$ cat config.mk
export PLATFORM = sky130hd
export DESIGN_NAME = dyna_link_scheduler
export DESIGN_NICKNAME = d
export VERILOG_FILES = /design/src/rtl/dyna_link_scheduler.sv
export SDC_FILE = /design/constraint.sdc
export NUM_CORES = 1
export LEC_CHECK = 0
export ABC_AREA = 0
export CAP_MARGIN = 10
export CORE_MARGIN = 4
export CORE_UTILIZATION = 37
export DETAILED_ROUTE_END_ITERATION = 8
export DONT_BUFFER_PORTS = 1
export GPL_TIMING_DRIVEN = 0
export PLACE_DENSITY = 0.49
export SETUP_SLACK_MARGIN = 0.15
export SYNTH_ARGS = -nofsm -noshare
export SYNTH_HDL_FRONTEND = slang
export SYNTH_SLANG_ARGS = --single-unit
$ cat constraint.sdc
create_clock -name clk -period 2.4 [get_ports clk]
set_input_delay 0.36 -clock clk [delete_from_list [all_inputs] [get_ports clk]]
set_output_delay 0.36 -clock clk [all_outputs]
set_load 0.05 [all_outputs]
$ cat src/rtl/dyna_link_scheduler.sv
// Shares one half-duplex Dynamixel link between toggle-triggered host commands and a periodic
// status poll. Round-robin grant, bus turnaround gap, ISSUE timeout, results back via dyna_read.
module dyna_link_scheduler #(
    parameter int POLL_PERIOD = 50000,
    parameter int TIMEOUT     = 20000,
    parameter int GAP         = 16
) (
    input  logic        clk,
    input  logic        rst_n,
    input  logic [31:0] dyna_write,
    input  logic        poll_en,
    input  logic [7:0]  poll_id,
    input  logic [7:0]  poll_addr,
    output logic        link_req,
    output logic        link_rw,
    output logic [7:0]  link_id,
    output logic [7:0]  link_addr,
    output logic [7:0]  link_wdata,
    input  logic        link_ack,
    input  logic [7:0]  link_rdata,
    input  logic        link_err,
    output logic [31:0] dyna_read,
    output logic        busy
);

    localparam int PW = $clog2(POLL_PERIOD);
    localparam int TW = $clog2(TIMEOUT);
    localparam int GW = $clog2(GAP + 1);
    localparam logic [PW-1:0] POLL_LAST = PW'(POLL_PERIOD - 1);
    localparam logic [TW-1:0] TO_LAST   = TW'(TIMEOUT - 1);
    localparam logic [GW-1:0] GAP_LAST  = GW'(GAP - 1);

    localparam logic [1:0] S_IDLE  = 2'd0;
    localparam logic [1:0] S_ISSUE = 2'd1;
    localparam logic [1:0] S_GAP   = 2'd2;

    logic [1:0]    state_q, state_d;
    logic [25:0]   cmd_q, cmd_d;
    logic          seq_seen_q, seq_seen_d;
    logic [PW-1:0] poll_cnt_q, poll_cnt_d;
    logic          poll_pend_q, poll_pend_d;
    logic          last_poll_q, last_poll_d;
    logic          cur_poll_q, cur_poll_d;
    logic [TW-1:0] to_cnt_q, to_cnt_d;
    logic [GW-1:0] gap_cnt_q, gap_cnt_d;
    logic          link_req_q, link_req_d;
    logic          link_rw_q, link_rw_d;
    logic [7:0]    link_id_q, link_id_d;
    logic [7:0]    link_addr_q, link_addr_d;
    logic [7:0]    link_wdata_q, link_wdata_d;
    logic          seq_done_q, seq_done_d;
    logic          timeout_q, timeout_d;
    logic          err_q, err_d;
    logic [7:0]    poll_rdata_q, poll_rdata_d;
    logic [7:0]    host_rdata_q, host_rdata_d;
    logic [7:0]    host_id_q, host_id_d;

    logic host_pend, gap_done, grant, pick_poll;
    logic unused_dw;

    assign unused_dw = ^dyna_write[29:24];

    // cmd_q keeps {toggle, rw, id, addr, wdata}; registering it aligns the toggle with its payload.
    assign host_pend = cmd_q[25] != seq_seen_q;
    assign gap_done  = (state_q == S_GAP) && (gap_cnt_q == GAP_LAST);
    assign grant     = ((state_q == S_IDLE) || gap_done) && (host_pend || poll_pend_q);
    assign pick_poll = (host_pend && poll_pend_q) ? !last_poll_q : poll_pend_q;

    always_comb begin
        state_d      = state_q;
        cmd_d        = {dyna_write[31:30], dyna_write[23:0]};
        seq_seen_d   = seq_seen_q;
        poll_cnt_d   = poll_cnt_q;
        poll_pend_d  = poll_pend_q;
        last_poll_d  = last_poll_q;
        cur_poll_d   = cur_poll_q;
        to_cnt_d     = to_cnt_q;
        gap_cnt_d    = gap_cnt_q;
        link_req_d   = link_req_q;
        link_rw_d    = link_rw_q;
        link_id_d    = link_id_q;
        link_addr_d  = link_addr_q;
        link_wdata_d = link_wdata_q;
        seq_done_d   = seq_done_q;
        timeout_d    = timeout_q;
        err_d        = err_q;
        poll_rdata_d = poll_rdata_q;
        host_rdata_d = host_rdata_q;
        host_id_d    = host_id_q;

        // An expiry while a poll is already pending is simply absorbed.
        if (!poll_en) begin
            poll_cnt_d  = '0;
            poll_pend_d = 1'b0;
        end else if (poll_cnt_q == POLL_LAST) begin
            poll_cnt_d  = '0;
            poll_pend_d = 1'b1;
        end else begin
            poll_cnt_d  = poll_cnt_q + 1'b1;
        end

        case (state_q)
            S_ISSUE: begin
                to_cnt_d = to_cnt_q + 1'b1;
                if (link_ack) begin
                    state_d    = S_GAP;
                    gap_cnt_d  = '0;
                    link_req_d = 1'b0;
                    timeout_d  = 1'b0;
                    err_d      = link_err;
                    if (cur_poll_q) begin
                        poll_rdata_d = link_rdata;
                    end else begin
                        host_rdata_d = link_rw_q ? 8'h00 : link_rdata;
                        host_id_d    = link_id_q;
                        seq_done_d   = seq_seen_q;
                    end
                end else if (to_cnt_q == TO_LAST) begin
                    state_d    = S_GAP;
                    gap_cnt_d  = '0;
                    link_req_d = 1'b0;
                    timeout_d  = 1'b1;
                    err_d      = 1'b0;
                    if (!cur_poll_q) begin
                        seq_done_d = seq_seen_q;
                    end
                end
            end
            S_GAP: begin
                gap_cnt_d = gap_cnt_q + 1'b1;
                if (gap_done) begin
                    state_d = S_IDLE;
                end
            end
            default: ;
        endcase

        // The last turnaround cycle may grant directly so back-to-back work sees exactly GAP idle cycles.
        if (grant) begin
            state_d    = S_ISSUE;
            to_cnt_d   = '0;
            link_req_d = 1'b1;
            if (pick_poll) begin
                link_rw_d    = 1'b0;
                link_id_d    = poll_id;
                link_addr_d  = poll_addr;
                link_wdata_d = 8'h00;
                poll_pend_d  = 1'b0;
                cur_poll_d   = 1'b1;
                last_poll_d  = 1'b1;
            end else begin
                link_rw_d    = cmd_q[24];
                link_id_d    = cmd_q[23:16];
                link_addr_d  = cmd_q[15:8];
                link_wdata_d = cmd_q[7:0];
                seq_seen_d   = cmd_q[25];
                cur_poll_d   = 1'b0;
                last_poll_d  = 1'b0;
            end
        end
    end

    always_ff @(posedge clk or negedge rst_n) begin
        if (!rst_n) begin
            state_q      <= S_IDLE;
            cmd_q        <= '0;
            seq_seen_q   <= 1'b0;
            poll_cnt_q   <= '0;
            poll_pend_q  <= 1'b0;
            last_poll_q  <= 1'b1;
            cur_poll_q   <= 1'b0;
            to_cnt_q     <= '0;
            gap_cnt_q    <= '0;
            link_req_q   <= 1'b0;
            link_rw_q    <= 1'b0;
            link_id_q    <= '0;
            link_addr_q  <= '0;
            link_wdata_q <= '0;
            seq_done_q   <= 1'b0;
            timeout_q    <= 1'b0;
            err_q        <= 1'b0;
            poll_rdata_q <= '0;
            host_rdata_q <= '0;
            host_id_q    <= '0;
        end else begin
            state_q      <= state_d;
            cmd_q        <= cmd_d;
            seq_seen_q   <= seq_seen_d;
            poll_cnt_q   <= poll_cnt_d;
            poll_pend_q  <= poll_pend_d;
            last_poll_q  <= last_poll_d;
            cur_poll_q   <= cur_poll_d;
            to_cnt_q     <= to_cnt_d;
            gap_cnt_q    <= gap_cnt_d;
            link_req_q   <= link_req_d;
            link_rw_q    <= link_rw_d;
            link_id_q    <= link_id_d;
            link_addr_q  <= link_addr_d;
            link_wdata_q <= link_wdata_d;
            seq_done_q   <= seq_done_d;
            timeout_q    <= timeout_d;
            err_q        <= err_d;
            poll_rdata_q <= poll_rdata_d;
            host_rdata_q <= host_rdata_d;
            host_id_q    <= host_id_d;
        end
    end

    assign link_req   = link_req_q;
    assign link_rw    = link_rw_q;
    assign link_id    = link_id_q;
    assign link_addr  = link_addr_q;
    assign link_wdata = link_wdata_q;
    assign busy       = state_q != S_IDLE;
    assign dyna_read  = {seq_done_q, busy, timeout_q, err_q, 4'b0000,
                         poll_rdata_q, host_rdata_q, host_id_q};

endmodule

# Word-level counts from Yosys, hierarchy flattened
# Index checks and enable logic that the tools add are counted.
dict set report totals {
  ff_bits 121
  output_inout_bits 59
  wordCells 87
}
dict set report classes {
  addsub 3
  n_eq_ne 9
  muxes 33
  bitwise 2
  reduce_logical 20
}
# operator count
set ops {}
lappend ops {{$mux 16} 2}
lappend ops {{$mux 8} 4}
lappend ops {{$mux 15} 2}
lappend ops {{$mux 1} 17}
lappend ops {{$add 16x1->16 const B} 1}
lappend ops {{$eq 16x16->1 const B} 1}
lappend ops {{$add 15x1->15 const B} 1}
lappend ops {{$eq 15x15->1 const B} 1}
lappend ops {{$mux 5} 2}
lappend ops {{$pmux 5 s2} 1}
lappend ops {{$reduce_and 3->1} 3}
lappend ops {{$mux 2} 4}
lappend ops {{$reduce_and 2->1} 4}
lappend ops {{$reduce_bool 2->1} 4}
lappend ops {{$ne 3x3->1 const B} 2}
lappend ops {{$reduce_bool 3->1} 2}
lappend ops {{$add 5x1->5 const B} 1}
lappend ops {{$eq 5x4->1 const B} 1}
lappend ops {{$ne 4x4->1 const B} 1}
lappend ops {{$pmux 2 s2} 1}
lappend ops {{$logic_and 1x1->1} 3}
lappend ops {{$eq 2x1->1 const B} 1}
lappend ops {{$eq 2x2->1 const B} 1}
lappend ops {{$logic_not 2->1} 1}
lappend ops {{other kinds (4)} 6}

# Longest topological paths before layout
dict set report logic_depth {
  word_depth 6
  mapped_depth 8
  ltp_nobuf 7
}

# Least setup slack after synthesis
# OpenSTA, ideal clock, no wires.
dict set report synth_path {
  path_type {register to register}
  startpoint {register gap_cnt_q[0]}
  endpoint {register seq_seen_q}
  setup_time_ns 0.125
  arrival_time_ns 1.905
  required_ns 2.275
  setup_slack_ns 0.370
  stages_incl_launch_ff 9
  cell_sequence {dfrtp_1 ha_1 and3_1 ha_1 nor2b_1 a211oi_1 and2_1 buf_2 mux2_2}
}
dict set report synth_between {
  elab_chain_len 5
}
# element line
set synth_rtl {}
lappend synth_rtl {{start: declaration} 45} ;# logic [GW-1:0] gap_cnt_q, gap_cnt_d;
lappend synth_rtl {{start signal: assignment} 194} ;# gap_cnt_q <= gap_cnt_d;
lappend synth_rtl {{$eq 5x4->1} 65} ;# assign gap_done = (state_q == S_GAP) && (gap_cnt_q == GAP_LAST);
lappend synth_rtl {{$logic_and 1x1->1} 65}
lappend synth_rtl {{$logic_or 1x1->1} 66} ;# assign grant = ((state_q == S_IDLE) || gap_done) && (host_pend || poll_pend_q);
lappend synth_rtl {{$logic_and 1x1->1} 66}
lappend synth_rtl {{$reduce_and 2->1 (no line)} n/a}
lappend synth_rtl {{end signal: assignment} 188} ;# seq_seen_q <= seq_seen_d;
lappend synth_rtl {{end: declaration} 39} ;# logic seq_seen_q, seq_seen_d;
# No other way between the ends.
# A chain may end at the register's enable or synchronous reset.

# Worst setup path after layout
# Ends and elaborated chain as after synthesis.

==> flow_results.xml <==
<?xml version="1.0" encoding="UTF-8"?>
<metrics>
  <group name="run_status">
    <metric name="run_status" unit="">complete, but fails checks</metric>
    <metric name="violated_checks" unit="">negative hold slack</metric>
  </group>
  <group name="setup_path">
    <metric name="timing.setup.critical_path_class" unit="">register to register</metric>
    <metric name="worst_ep_arrival_time" unit="ns">2.43</metric>
    <metric name="cp_max_fo" unit="">10</metric>
    <metric name="critPathCaptureType" unit="">register</metric>
    <metric name="critical_path.startpoint_type" unit="">register</metric>
    <metric name="regToRegStartpoint" unit="">gap_cnt_q[0]</metric>
    <metric name="crit_required" unit="ns">2.68</metric>
    <metric name="worst_setup_path_startpoint" unit="">gap_cnt_q[0]</metric>
  </group>
  <group name="synth">
    <metric name="synth_cell_type_count" unit="">49</metric>
    <metric name="synth-edff-count" unit="">0</metric>
    <metric name="asyncSetResetFlopFracSynth" unit="">1.000</metric>
    <metric name="synth_warnings" unit="">0</metric>
    <metric name="ys.flop_type" unit="">dfrtp_1</metric>
    <metric name="post_synth_inst_count" unit="">414</metric>
    <metric name="mapped_avg_cell_area" unit="um^2">11.90</metric>
    <metric name="synth.ff_latch_count" unit="">121</metric>
    <metric name="synthesis.area" unit="um^2">4928</metric>
    <metric name="synth_seq_area_share" unit="">0.6146</metric>
  </group>
  <group name="hold_path">
    <metric name="hold_class" unit="">primary input to async pin</metric>
  </group>
  <group name="grt">
    <metric name="overflow" unit="">0</metric>
    <metric name="grt_antenna_before_repair" unit="">0</metric>
    <metric name="grt_util_all_layers" unit="">0.1529</metric>
    <metric name="grt_pass1_wl" unit="um">17770</metric>
    <metric name="via_count_of_the_first_global_routing_pass" unit="">3327</metric>
    <metric name="grt_start_max_net_pins" unit="">122</metric>
  </group>
  <group name="cells_and_area">
    <metric name="fillers" unit="">1214</metric>
    <metric name="diodes" unit="">0</metric>
    <metric name="area.sequential" unit="um^2">3029</metric>
    <metric name="drive_gt1_frac" unit="">0.1608</metric>
    <metric name="finalNetCount" unit="">532</metric>
    <metric name="fin_util" unit="">0.4741</metric>
    <metric name="layout.cells.non_filler" unit="">651</metric>
    <metric name="area_growth_syn_to_layout" unit="%">23.38</metric>
    <metric name="multi_input_area" unit="um^2">1753</metric>
  </group>
  <group name="floorplanning">
    <metric name="die_y" unit="um">123.4</metric>
    <metric name="placement_rows" unit="">41</metric>
    <metric name="start_util" unit="">0.3843</metric>
    <metric name="ios" unit="">120</metric>
    <metric name="dieWidth" unit="um">123.4</metric>
    <metric name="core-area" unit="um^2">12820</metric>
    <metric name="floorplan.die_area" unit="um^2">15230</metric>
  </group>
  <group name="timing">
    <metric name="min_hold_slack" unit="ns">-0.3447</metric>
    <metric name="tightestPinTransition" unit="ns">0.7006</metric>
    <metric name="setup-violations-final" unit="">0</metric>
    <metric name="final_hold_viol_count" unit="">121</metric>
    <metric name="min_period_over_period" unit="">0.8933</metric>
    <metric name="rsz0062_at_grt" unit="">false</metric>
    <metric name="timing.max_slew.rel_slack" unit="">0.5329</metric>
    <metric name="fmaxAchievable" unit="GHz">0.4664</metric>
    <metric name="setup_slack" unit="ns">0.2561</metric>
    <metric name="fin_setup_tns" unit="ns">0</metric>
    <metric name="final.min_clock_period" unit="ns">2.144</metric>
    <metric name="drv_slew" unit="">0</metric>
    <metric name="fin_worst_skew" unit="ns">0.009255</metric>
  </group>
  <group name="job">
    <metric name="maxCapViolCount" unit="">0</metric>
  </group>
  <group name="pwr">
    <metric name="swShare" unit="">0.3855</metric>
    <metric name="cell_internal_pwr" unit="mW">4.707</metric>
    <metric name="comb_power_share" unit="">0.141</metric>
    <metric name="power.sequential.fraction" unit="">0.530</metric>
    <metric name="clock_power_share" unit="">0.329</metric>
    <metric name="switching_power" unit="mW">2.953</metric>
    <metric name="power.ir.vdd_worst" unit="mV">0.6277</metric>
    <metric name="pwr_density_cell" unit="nW/um^2">1260</metric>
    <metric name="p_leak" unit="nW">2.751</metric>
  </group>
  <group name="cts">
    <metric name="post_cts_hold_buffer_count" unit="">26</metric>
    <metric name="clock_tree_from_tritoncts" unit="">built</metric>
    <metric name="clock_pin_slew_reported_for_the_worst_setup_and_hold_paths_after_clock_tree_synthesis" unit="ns">0.05</metric>
    <metric name="cts.sink_count" unit="">121</metric>
    <metric name="tritoncts.num_buffers" unit="">17</metric>
    <metric name="clk_latency" unit="ns">0.41</metric>
    <metric name="cts-htree-levels" unit="">4</metric>
    <metric name="clock_tree.buffer_depth" unit="">2</metric>
    <metric name="clk_root_buffer_cell" unit="">clkbuf_16</metric>
  </group>
  <group name="detailed_routing">
    <metric name="drt_iter0_drc" unit="">183</metric>
    <metric name="drt_pre_antenna_iters" unit="">4</metric>
    <metric name="route.detailed.vias_per_inst" unit="">5.037</metric>
    <metric name="post_drt_wl_per_cell" unit="um">16.95</metric>
    <metric name="routed_wl" unit="um">11030</metric>
    <metric name="routed-via-count" unit="">3279</metric>
    <metric name="drt.antenna.violating_nets" unit="">0</metric>
    <metric name="drc" unit="">0</metric>
  </group>
  <group name="place">
    <metric name="dp.final_hpwl" unit="um">7444</metric>
    <metric name="portBuffers" unit="">0</metric>
    <metric name="globalplace.congestion" unit="">0.8003</metric>
    <metric name="dpl_worst_slack" unit="ns">-0.1557</metric>
    <metric name="placed_cells_incl_taps" unit="">589</metric>
  </group>
</metrics>
[synthesized netlist by cell type (4+ instances only)]
cell type / count / share of area
a21oi_1: 4 / 0.0041
a221o_1: 16 / 0.032
a22o_1: 9 / 0.016
and3_1: 20 / 0.025
buf_2: 5 / 0.0051
buf_4: 9 / 0.014
clkbuf_1: 11 / 0.0084
dfrtp_1: 120 / 0.61
ha_1: 4 / 0.010
inv_1: 13 / 0.0099
mux2_2: 17 / 0.039
nand2_1: 22 / 0.017
nand2b_1: 10 / 0.013
nand3_1: 12 / 0.012
nand4_1: 11 / 0.014
nor2_1: 31 / 0.024
nor3_1: 11 / 0.011
nor4_1: 8 / 0.010
o21ai_0: 14 / 0.014
or3_1: 4 / 0.0051
xnor2_1: 22 / 0.039
xor2_1: 5 / 0.0089
[metal layers]
layer  GRT usage  vias to the layer above  share of wire
li1            -                     1568              -
met1      0.2012                     1609           0.43
met2      0.2260                       92           0.49
met3     0.06267                       10          0.071
met4     0.05813                        0          0.011
met5           0                        -              0
[per-stage QoR]
stage / hold slack (ns) / area [um^2] / power (mW)
2_1_floorplan: 0.06441 / 4940 / 4.798
3_3_place_gp: 0.07244 / 5155 / 5.079
3_5_place_dp: 0.07293 / 5155 / 5.112
4_1_cts: -0.3621 / 6016 / 7.719
5_1_grt: -0.3708 / 6081 / 8.023
6_report: -0.3447 / 6081 / 7.660
[kinds of logic (layout without fill, tap and decap cells)]
| group | Yosys count | count (layout) | synth area share |
|---|---|---|---|
| XOR/XNOR | 27 | 27 | 0.04798 |
| AO/OA/AOI/OAI | 57 | 57 | 0.08784 |
| multiplexers | 18 | 18 | 0.04087 |
| flip-flops | 121 | 121 | 0.6146 |
| buffers and inverters | 39 | 101 | 0.03783 |
| other | 1 | 4 | 0.0007609 |
| AND/OR/NAND/NOR | 147 | 147 | 0.1599 |
| adder cells (fa/ha/maj) | 4 | 4 | 0.01016 |
[power by group through the flow]
stage	registers [mW]	logic (mW)	clock network, mW
finish	4.06	1.08	2.52
CTS	4.08	1.05	2.59
floorplan	3.95	0.851	0
global route	4.12	1.21	2.69
global placement	4.10	0.974	0
detailed placement	4.11	1.00	0
[critical path, stage by stage (launching register included)]
cell and delay, ns:
dfrtp_1 0.38, ha_1 0.20, and3_1 0.18, ha_2 0.21, nor2b_4 0.07, a211oi_4 0.29, and2_1 0.17, buf_4 0.19
mux2_2 0.35
[state kept, by name, summed over array words and instances, names as in the netlist, 8 cells and up]
signal / cells
link_wdata: 8
link_addr: 8
host_id_q: 8
poll_rdata_q: 8
link_id: 8
cmd_q: 26
host_rdata_q: 8
to_cnt_q: 15
poll_cnt_q: 16
[final timing paths]
kind / slack [ns] / endpoint / cells past startpoint
hold / removal: -0.34 / err_q / 0
min in group clk: 0.08 / err_q / 2
max in group asynchronous: 2.51 / gap_cnt_q[2] / 0
setup / recovery: 0.26 / seq_seen_q / 8
setup reg to reg: 0.26 / seq_seen_q / 8
hold reg to reg: 0.46 / link_wdata[1] / 1
[layout by cell type, fill, tap and decap left out, types with 2 or more instances in the layout]
cell type and count:
a21oi_1 4, a22o_1 9, dfrtp_1 120, nand2b_1 10
clkinv_2 3, o21ai_0 14, buf_2 4, xor2_1 5
a221o_1 16, nor4_1 8, or3_1 4, clkinvlp_4 2
clkbuf_1 13, nor3b_1 2, ha_1 3, mux2_2 17
and3_1 20, and2_1 3, nand3_1 12, clkbuf_8 2
xnor2_1 22, dlygate4sd3_1 26, nor2_1 31, inv_1 13
nand4_1 11, bufinv_16 3, conb_1 4, o31ai_1 2
nand2_1 22, buf_4 16, nor3_1 11, clkbuf_16 17
a21o_1 2, o22ai_1 3
[what timing repair did]
item,in CTS,in global routing
gates resized for setup,5,10
hold endpoints to repair,147,121
endpoints found under the setup margin,35,39
pin swaps,0,1
setup buffers,0,5
[final cells by class]
class / count / share of cell area
sequential: 121 / 0.4981
inverter: 13 / 0.008025
multi-input combinational: 257 / 0.2883
clock inverter: 8 / 0.01975
timing repair buffer: 31 / 0.04897
clock buffer: 23 / 0.07695
buffer: 26 / 0.02449
tap: 172 / 0.03539
No activity file was read; power rests on OpenSTA's default activity.
